--- src/rtl/alu_pkg.sv ---
// alu_pkg: opcodes, FSM states and iteration count shared by the ALU.
// Used by alu_mc and alu_mul_iter; the multiplier needs ALU_MUL_EN.
package alu_pkg;

  typedef enum logic [3:0] {
    OP_ADD = 4'd0,
    OP_SUB = 4'd1,
    OP_AND = 4'd2,
    OP_OR  = 4'd3,
    OP_XOR = 4'd4,
    OP_SLL = 4'd5,
    OP_SRL = 4'd6,
    OP_SRA = 4'd7,
    OP_MUL = 4'd8
  } op_e;

  typedef enum logic {
    ST_IDLE = 1'b0,
    ST_MUL  = 1'b1
  } state_e;

  localparam int MUL_STEPS = 32;

endpackage

--- src/rtl/alu_mul_iter.sv ---
// alu_mul_iter: unsigned shift-add multiplier, one bit per clock, LSB first.
// Only instantiated when ALU_MUL_EN is defined.
module alu_mul_iter
  import alu_pkg::*;
#(
  parameter int WIDTH = 32
) (
  input  logic               clk,
  input  logic               clrn,
  input  logic               load,
  input  logic [WIDTH-1:0]   a,
  input  logic [WIDTH-1:0]   b,
  output logic [2*WIDTH-1:0] prod,
  output logic               last
);

  logic [2*WIDTH-1:0] acc;
  logic [2*WIDTH-1:0] mcand;
  logic [WIDTH-1:0]   mplr;
  logic [5:0]         cnt;

  // prod is the accumulator after the step taken on the coming edge
  always_comb begin
    prod = acc + (mplr[0] ? mcand : '0);
  end

  assign last = (cnt == 6'(MUL_STEPS - 1));

  // capture operands on load, then one add/shift per clock until done
  always_ff @(posedge clk or negedge clrn) begin
    if (!clrn) begin
      acc   <= '0;
      mcand <= '0;
      mplr  <= '0;
      cnt   <= '0;
    end else if (load) begin
      acc   <= '0;
      mcand <= {{WIDTH{1'b0}}, a};
      mplr  <= b;
      cnt   <= '0;
    end else if (cnt < 6'(MUL_STEPS)) begin
      acc   <= prod;
      mcand <= mcand << 1;
      mplr  <= mplr >> 1;
      cnt   <= cnt + 6'd1;
    end
  end

endmodule

--- src/rtl/alu_mc.sv ---
// alu_mc: multi-cycle ALU with zf/sf/cf flags and start/done handshake.
// Define ALU_MUL_EN to build the iterative MUL; otherwise opcode 8 is illegal.
module alu_mc
  import alu_pkg::*;
#(
  parameter int WIDTH = 32
) (
  input  logic             clk,
  input  logic             clrn,
  input  logic             start,
  input  logic [3:0]       op,
  input  logic [WIDTH-1:0] a,
  input  logic [WIDTH-1:0] b,
  output logic [WIDTH-1:0] result,
  output logic             zf,
  output logic             sf,
  output logic             cf,
  output logic             done,
  output logic             flag_we,
  output logic             busy,
  output logic             err
);

  state_e           state, nstate;
  logic             fin, bad, legal, is_mul;
  logic [WIDTH:0]   sum;
  logic [4:0]       sh;
  logic [WIDTH-1:0] sres, ures;
  logic             scf, ucf;

`ifdef ALU_MUL_EN
  logic               load, last;
  logic [2*WIDTH-1:0] prod;

  alu_mul_iter #(.WIDTH(WIDTH)) u_mul (
    .clk  (clk),
    .clrn (clrn),
    .load (load),
    .a    (a),
    .b    (b),
    .prod (prod),
    .last (last)
  );

  assign is_mul = (op == OP_MUL);
  assign busy   = (state == ST_MUL);
  assign legal  = (op <= OP_MUL);
`else
  assign is_mul = 1'b0;
  assign busy   = 1'b0;
  assign legal  = (op <= OP_SRA);
`endif

  // single-cycle datapath and its carry/borrow/shift-out flag
  always_comb begin
    sum  = '0;
    sres = '0;
    scf  = 1'b0;
    sh   = b[4:0];
    case (op)
      OP_ADD: begin
        sum  = {1'b0, a} + {1'b0, b};
        sres = sum[WIDTH-1:0];
        scf  = sum[WIDTH];
      end
      OP_SUB: begin
        sum  = {1'b0, a} + {1'b0, ~b} + (WIDTH+1)'(1);
        sres = sum[WIDTH-1:0];
        scf  = ~sum[WIDTH];
      end
      OP_AND: sres = a & b;
      OP_OR:  sres = a | b;
      OP_XOR: sres = a ^ b;
      OP_SLL: begin
        sres = a << sh;
        scf  = (sh != 5'd0) && a[~sh + 5'd1];
      end
      OP_SRL: begin
        sres = a >> sh;
        scf  = (sh != 5'd0) && a[sh - 5'd1];
      end
      OP_SRA: begin
        sres = WIDTH'($signed(a) >>> sh);
        scf  = (sh != 5'd0) && a[sh - 5'd1];
      end
      default: ;
    endcase
  end

  // select the value written back: multiplier product or simple result
  always_comb begin
    ures = sres;
    ucf  = scf;
`ifdef ALU_MUL_EN
    if (state == ST_MUL) begin
      ures = prod[WIDTH-1:0];
      ucf  = |prod[2*WIDTH-1:WIDTH];
    end
`endif
  end

  // state register
  always_ff @(posedge clk or negedge clrn) begin
    if (!clrn) state <= ST_IDLE;
    else       state <= nstate;
  end

  // next state and completion control
  always_comb begin
    nstate = state;
    fin    = 1'b0;
    bad    = 1'b0;
`ifdef ALU_MUL_EN
    load   = 1'b0;
`endif
    unique case (state)
      ST_IDLE: begin
        if (start) begin
          if (is_mul) begin
            nstate = ST_MUL;
`ifdef ALU_MUL_EN
            load   = 1'b1;
`endif
          end else begin
            fin = 1'b1;
            bad = ~legal;
          end
        end
      end
      ST_MUL: begin
`ifdef ALU_MUL_EN
        if (last) begin
          nstate = ST_IDLE;
          fin    = 1'b1;
        end
`else
        nstate = ST_IDLE;
`endif
      end
      default: nstate = ST_IDLE;
    endcase
  end

  // registered outputs; illegal ops leave result and flags untouched
  always_ff @(posedge clk or negedge clrn) begin
    if (!clrn) begin
      result  <= '0;
      zf      <= 1'b0;
      sf      <= 1'b0;
      cf      <= 1'b0;
      done    <= 1'b0;
      flag_we <= 1'b0;
      err     <= 1'b0;
    end else begin
      done    <= fin;
      err     <= bad;
      flag_we <= fin & ~bad;
      if (fin && !bad) begin
        result <= ures;
        zf     <= (ures == '0);
        sf     <= ures[WIDTH-1];
        cf     <= ucf;
      end
    end
  end

endmodule

--- config.mk ---
export PLATFORM = sky130hd
export DESIGN_NAME = alu_mc
export DESIGN_NICKNAME = d
export VERILOG_FILES = /design/src/rtl/alu_pkg.sv /design/src/rtl/alu_mul_iter.sv /design/src/rtl/alu_mc.sv
export SDC_FILE = /design/constraint.sdc
export NUM_CORES = 1
export LEC_CHECK = 0
export ABC_AREA = 1
export ABC_CLOCK_PERIOD_IN_PS = 800
export BUFFER_PORTS_ARGS = -buffer_cell sky130_fd_sc_hd__buf_4
export CORE_MARGIN = 1
export CORE_UTILIZATION = 57
export CTS_CLUSTER_DIAMETER = 50
export DETAILED_ROUTE_END_ITERATION = 10
export PLACE_DENSITY = 0.76
export SLEW_MARGIN = 0
export SYNTH_ARGS = -nofsm -noshare
export SYNTH_HDL_FRONTEND = slang
export SYNTH_SLANG_ARGS = --single-unit
--- constraint.sdc ---
create_clock -name clk -period 0.8 [get_ports clk]
set_clock_uncertainty 0.15 [all_clocks]
set_input_delay 0.04 -clock clk [delete_from_list [all_inputs] [get_ports clk]]
set_output_delay 0.04 -clock clk [all_outputs]
set_load 0.02 [all_outputs]
==> results of run 1 <==
-- cells by family after synthesis --
family,Yosys count,share of synthesized area [%]
and+or+nand+nor,1584,56.3
xor gates and xnor gates,2,0.209
adders and majority gates,110,11.6
DFF,37,7.72
other,1,0.0313
buffers and inverters,398,13.4
AOI/OAI and AO/OA,236,10.7
-- what timing repair did --
action	CTS
endpoints found under the hold margin	39
endpoints found under the setup margin	73
pin swaps	90
hold buffers	2
resized for setup	439
gates cloned	3
buffers inserted	53
-- metal layers --
metal | GRT usage (%) | overflow
met1 | 102 | 657
met2 | 112 | 919
met3 | 95.3 | 338
met4 | 85.2 | 367
met5 | 85.0 | 59
-- synth_stat cells (all sizes together) (2+ instances only) --
library cell,number
and2,8
fa,2
nand4,26
nand3b,3
o21a,3
o22ai,19
o21ai,76
a21o,2
clkbuf,33
o221ai,2
ha,108
inv,288
nor4,2
nor2,235
nor3,20
dfrtp,37
a21oi,109
nand2,822
or2,4
clkinv,2
a31oi,5
o21bai,6
o211ai,13
nand3,462
buf,75
-- through the flow --
step | worst slack, ns | hold slack (ns) | setup TNS [ns] | util [%] | instances
3_3_place_gp | -1.88 | -0.254 | -50.87 | 81.6 | 3130
2_1_floorplan | -1.41 | -0.406 | -37.01 | - | 2368
4_1_cts | -1.32 | -0.0626 | -44.08 | 92.8 | 3193
3_5_place_dp | -2.03 | -0.252 | -53.11 | 81.6 | 3130
==> impl.org, run 1 <==
** Floorplanning
- # rows :: 52
- Y dimension of the die :: ~150 um
- Starting Density :: 58.7%
- I/O pin count :: 110
- Die W :: 147 um

** Run status
- Run status :: did not finish
- The first error in the log reads "[ERROR GRT-0116] Global routing finished with congestion. Check the congestion regions in the DRC Viewer".
- Stop stage :: global routing (5_1_grt)

** Logic synthesis
- Post-synthesis instance area :: 12,000 sq um
- Count of cell types in the netlist :: 44
- Portion of the post-synthesis area used by sequential elements :: 7.72%
- The synthesized design contains 37 register bits.
- The cell count after synthesis came out at 2,368.
- In the synthesized netlist the async set-or-reset flop fraction comes to 100%.
- Synth Net Count :: roughly 2,500
- The top cell type by area accounts for 25.3% of the synthesized area.
- Post-synth EDFFs :: 0
- Most area-consuming cells after synthesis :: sky130_fd_sc_hd__nand2_1 25%, sky130_fd_sc_hd__nand3_1 19%, sky130_fd_sc_hd__ha_1 11%
- Yosys printed 0 warnings.
- sky130_fd_sc_hd__nand2_1 takes more of the synthesized area than any other cell.
- A synthesized cell averages ~5.1 sq um.
- Synth Flop Type :: sky130_fd_sc_hd__dfrtp_1

** Global routing
- Overflow left after global routing :: 2,340
- GRT Overall Usage :: 101%
- The first global-routing pass estimated 163,000 um of wire.
- Entering global routing, the biggest net connects 48 pins.
- The via count of the first global-routing pass came to between 20,000 and 30,000.

** CTS
- Clock tree synthesis selected as its root buffer the cell sky130_fd_sc_hd__clkbuf_16.
- Clock Tree Buf Depth :: 2
- TritonCTS Sinks :: 37
- Buffers inserted during clock tree synthesis total 5.
- The H-tree was split into 2 levels.

** Placed design
- Placer congestion estimate :: 1.24
- The placed instances occupy a cell area of 16,700 sq um.
- Port bufs :: 108
- Detail Placement HPWL :: 49,800 um
==> inputs of run 2 (changes only) <==
- ABC_CLOCK_PERIOD_IN_PS: 800 -> 1040
- CORE_UTILIZATION: 57 -> 40
- CTS_CLUSTER_DIAMETER: 50 -> unset
- PLACE_DENSITY: 0.76 -> unset
- PLACE_DENSITY_LB_ADDON: unset -> 0.15
- clock period: 0.8 -> 1.04 ns (I/O delays scaled with it)
==> run 2 against run 1 <==
Compared with the run above: the flow now finishes, with violations (negative setup slack); synthesized cell count unchanged; area after synthesis stayed put.
==> impl.org, run 2 <==
** CTS
- The TritonCTS buffer count is 5 (unchanged).
- Clock Tree Buf Depth :: 2 (unchanged)
- The number of clock sinks came to 37 (unchanged).
- The number of levels in the clock H-tree came to 2 (unchanged).
- Clock-pin slew was measured on the worst setup and hold paths at 0.06 ns.
- In this run the clock root is driven by a sky130_fd_sc_hd__clkbuf_16.
- TritonCTS built the clock tree.
- Clock latency of the later-clocked register in the worst-skew pair :: 0.29 ns

** Floorplanning
- Die ar. :: 30,700 sq um
- Y dimension of the die :: 175 um (+19%)
- # rows :: 63 (+21%)
- The initial cell density of the core came to 40.6% (-18 points).
- Die W :: 175 um (+19%)
- Core region area :: between 20,000 and 30,000 sq um
- I/O pin count :: 110 (unchanged)

** Logic synthesis
- Yosys Warn Count :: 0 (unchanged)
- Count of cell types in the netlist :: 44 (unchanged)
- Synthesized area per cell :: 5.06 sq um (unchanged)
- The most common cell in the synthesized netlist is sky130_fd_sc_hd__nand2_1.
- Most area-consuming cells after synthesis :: sky130_fd_sc_hd__nand2_1 25%, sky130_fd_sc_hd__nand3_1 19%, sky130_fd_sc_hd__ha_1 11%
- Post-synthesis register bit count :: 37 (unchanged)
- Portion of the post-synthesis area used by sequential elements :: 7.72% (unchanged)
- The count of flip-flops with a built-in enable after synthesis was 0 (unchanged).
- Post-synthesis instance area :: 12,000 sq um (unchanged)
- The top cell type's share of synthesized area came to 25.3% (unchanged).
- Synth Flop Type :: sky130_fd_sc_hd__dfrtp_1
- Async set-or-reset flop fraction in the synthesized netlist :: 100% (unchanged)
- The post-synth net total came to 2,549 (unchanged).
- Most used standard cells in the synthesized netlist :: 807 x sky130_fd_sc_hd__nand2_1, 460 x sky130_fd_sc_hd__nand3_1, 280 x sky130_fd_sc_hd__inv_1
- Yosys top cell by area :: sky130_fd_sc_hd__nand2_1
- The number of instances in the synthesized netlist was 2,368 (unchanged).

** Critical path
- Gate family responsible for the most delay along the worst path :: simple AND/OR/NAND/NOR gates
- The setup path with the least slack is of type in -> reg.
- The setup check on the worst reg-to-reg path leaves a slack of 0.02 ns.
- By instance count, the cell type seen most on the critical path is sky130_fd_sc_hd__nand2_1.
- Slowest stage cell, crit path :: sky130_fd_sc_hd__or2_2
- CP Launch Point :: a[0]
- Cells along the critical path :: buf_8, buf_4, ha_1, or2_2, nand3_1, buf_4, nand2_1, nand3_1, o21ai_2, nor2_4, nand2_4, nor2_4, nand2_1, nor2_1, nand2_1, nor2_4, nand3_2, nand2_1
- Together, buffers and inverters on the worst path number 3.
- Kind of end point of the critical path :: register
- Data on the critical path is required at its endpoint by approximately 1.1 ns.
- The worst register-to-register path begins at result[15].
- In this run the critical register-to-register path is captured at result[15].
- Of all nets on the critical path, the largest fanout is 3.
- STA classifies the critical path startpoint as an input pin.
- CP max stage delay :: 0.34 ns
- For the worst flop-to-flop path, the logic depth is 3.
- WP data arrival :: 2.54 ns

** Final layout
- After filler insertion, the fill cell instance count of the layout stands at between 2,000 and 3,000.
- Multi-input logic area :: 11,700 sq um
- Top library cells by usage in the layout, fill and taps aside :: 651 x sky130_fd_sc_hd__nand2_1, 641 x sky130_fd_sc_hd__buf_4, 366 x sky130_fd_sc_hd__nand3_1
- Relative to the synthesized area, the layout overhead comes to 75.0%.
- Sequential cell area :: a little over 900 sq um
- Count of nets after finishing :: 3,220
- Diode count :: 0
- Once layout is complete, the utilization of the core stands at a little under three quarters.
- The library cell used most frequently in the layout, excluding fill and tap cells, is sky130_fd_sc_hd__nand2_1.
- Layout cells sized above 1 :: about 42%
- The register with the most flip-flops in the final layout is result.
- Flip-flop count of the largest register, all copies and words added :: 32
- After routing the design area is about 21,000 sq um.

** Run status
- The flow ran to the end, but the final reports show violations.
- The checks that failed: negative setup slack.

** Power and ir drop
- VDD sags by at most 0.753 mV.
- Leak Pwr :: 11.2 nW
- Power comes to 15.6 mW.
- Power spread over the standard cell area amounts to 744 nW/um^2.

** Drt
- In the routed design, unresolved DRC markers number 0.
- 1st-pass router iterations :: 6
- Violation count after the first detailed-routing iteration :: 2,311
- The routed layout has just under 20,000 vias.
- In the routed layout, each cell is associated on average with a via count of 5.78.
- The count of nets left with antenna violations once routing finished came out at 0.
- Post-detailed-routing wire length :: 74,500 um
- Routed wire length per instance :: 21.7 um

** Placed design
- The half-perimeter wire length after placement came to 57,600 um (+16%).
- Placer congestion estimate :: 1.07 (-14%)
- The total cell area at the placement stage was 17,800 sq um (+6.7%).
- Port bufs :: 108 (unchanged)

** Timing
- Setup TNS :: -33.61 ns
- Setup violations remaining at the end of the flow were counted as 39.
- Max-slew violation total from the final report :: 0
- Final hold analysis gives a worst-case slack of roughly 0.13 ns.
- For the pin with the worst max-slew slack, the measured transition is 0.502 ns.
- In the post-route analysis, the smallest setup slack over all paths is -1.42 ns.
- In the finished design, the share of the clock period the worst path needs comes to 237%.
- Max Clock Freq :: roughly 410 MHz
- RSZ-0062 raised after global routing :: true
- Worst slew margin relative to its limit :: 66.5%
- The routed design could run at a clock period as short as 2.46 ns.
- Hold Violations, Final :: 0

** Min path
- Hold/Removal Path Class :: in -> async

** Global routing
- Via count of the first global-routing pass :: 18,591
- First-pass GRT wire length :: between 100,000 and 150,000 um
- Entering global routing, the biggest net connects 48 pins.
- After global routing the overflow that remains totals 0.
- Initial antenna violation count :: 0
- GRT Overall Usage :: 45.8%

** Flow run
- The tool flagged a number of max-cap violations equal to 0.
[run 2: cell counts after synthesis]
No cell type changed its count.
[run 2: cell type report]
class	instances	share of cell area [%]
Multi-Input combinational cell	1933	55.6
Clock buffer	5	0.596
Tap cell	390	2.33
Inverter	290	5.57
Clock inverter	3	0.310
Timing Repair Buffer	772	31.2
Sequential cell	37	4.41
[run 2: repair_timing]
item / 4_1_cts / 5_1_grt
gates cloned: 2 / 3
pin swaps: 106 / 107
buffers inserted: 22 / 24
hold buffers: 3 / 0
endpoints found under the hold margin: 39 / 0
endpoints found under the setup margin: 47 / 67
resized for setup: 397 / 291
[run 2: where the power goes]
group	switching, mW	internal (mW)
Clock	0.652	1.37
Sequential	0.161	1.64
Combinational	6.70	5.08
Total	7.52	8.09
[run 2: per-layer routing]
layer	track usage, %	vias up	routed length (um)
li1	-	8974	-
met1	57.6	9280	28500
met2	75.2	1250	33100
met3	6.55	318	7270
met4	24.7	0	5630
met5	0	-	0
[run 2: logic make-up after synthesis]
logic type	after synthesis	synth area share, %
compound gates	236	10.7
simple gates	1584	56.3
flops	37	7.72
buf+inv	398	13.4
xor+xnor	2	0.209
fa+ha+maj	110	11.6
other cells	1	0.0313
[run 2: worst max-delay path by stage]
stage,end,cells past startpoint,slack [ns]
3_5_place_dp,zf,21,-2.32
5_1_grt,zf,22,-1.49
4_1_cts,zf,21,-1.43
6_report,zf,18,-1.42
3_3_place_gp,zf,21,-2.29
2_1_floorplan,zf,24,-1.18
[run 2: through the flow]
| step | worst slack [ns] | instances |
|---|---|---|
| floorplan | -1.18 | 2368 |
| global placement | -2.29 | 3373 |
| detailed placement | -2.32 | 3373 |
| CTS | -1.43 | 3407 |
| global route | -1.49 | 3430 |
| finish | -1.42 | 3430 |
Note: power is estimated with default switching activity, not from simulation.
==> inputs of run 3 (changes only) <==
- CORE_UTILIZATION: 40 -> 63
- CTS_BUF_LIST: unset -> sky130_fd_sc_hd__clkbuf_8
- SLEW_MARGIN: 0 -> unset
==> run 3 against run 2 <==
Compared with the run above: the flow now stops in clock tree synthesis (4_1_cts); synthesized cell count is the same; area after synthesis unchanged.
==> impl.org, run 3 <==
** Run status
- The run stopped with a tool error.
- The flow halted during clock tree synthesis (4_1_cts).
- First error line in the log :: [ERROR DPL-0033] detailed placement checks failed during check placement.

** Logic synthesis
- Yosys top cell by area :: sky130_fd_sc_hd__nand2_1
- The post-synthesis register bit count came to 37 (unchanged).
- Most area-consuming cells after synthesis :: sky130_fd_sc_hd__nand2_1 25%, sky130_fd_sc_hd__nand3_1 19%, sky130_fd_sc_hd__ha_1 11%
- Sorting the synthesized cells by how often they occur yields 807 x sky130_fd_sc_hd__nand2_1, 460 x sky130_fd_sc_hd__nand3_1, 280 x sky130_fd_sc_hd__inv_1.
- The count of flip-flops with a built-in enable after synthesis is 0 (unchanged).
- For this run, the leading register cell type out of synthesis is sky130_fd_sc_hd__dfrtp_1.
- Count of cell types in the netlist :: 44 (unchanged)
- Yosys instantiated no cell more often than sky130_fd_sc_hd__nand2_1.
- The mean area per synthesized cell is 5.06 sq um (unchanged).
- Portion of the post-synthesis area used by sequential elements :: 7.72% (unchanged)
- Area share of the largest cell type after synthesis :: 25.3% (unchanged)
- The total standard cell area after synthesis was 12,000 sq um (unchanged).
- Async set-or-reset flop fraction in the synthesized netlist :: 100% (unchanged)
- The number of warning messages in the yosys log came to 0 (unchanged).
- Synth Net Count :: 2,549 (unchanged)
- The number of instances in the synthesized netlist was 2,368 (unchanged).

** CTS
- Clock Tree Buf Depth :: 2 (unchanged)
- Root Buffer Master :: sky130_fd_sc_hd__clkbuf_8
- The number of levels in the clock H-tree is 2 (unchanged).
- The count of cells resized by post-cts repair came to 474 (+19%).
- The total of hold buffers inserted after clock tree synthesis is 3 (unchanged).
- Setup bufs post-CTS :: 42 (+91%)
- The number of clock sinks came to 37 (unchanged).
- Inserted Clock Buffers :: 5 (unchanged)

** Floorplanning
- # rows :: 50 (-21%)
- The initial cell density of the core was 64.1% (+24 points).
- I/O pin count :: 110 (unchanged)
- Die W :: 140 um (-20%)
- The die extent in y came to 140 um (-20%).

** Placed design
- The half-perimeter wire length after placement was 51,900 um (-9.8%).
- Port bufs :: 108 (unchanged)
- The number of placed instances, taps included was 3,085 (-8.5%).
- The final RePlAce weighted congestion is 1.23 (+15%).
run 3: cell counts after synthesis:
No cell type changed its count.
run 3: through the flow:
step                setup slack (ns)  instance area (sq um)
detailed placement             -1.75                  16500
global placement               -1.64                  16500
floorplan                      -1.18                  12300
run 3: cell families after synthesis:
| logic type | share of synthesized area (%) |
|---|---|
| AND/OR/NAND/NOR | 56.3 |
| other | 0.0313 |
| flip-flops | 7.72 |
| AO/OA/AOI/OAI | 10.7 |
| adder cells (fa/ha/maj) | 11.6 |
| buffers and inverters | 13.4 |
| XOR/XNOR | 0.209 |
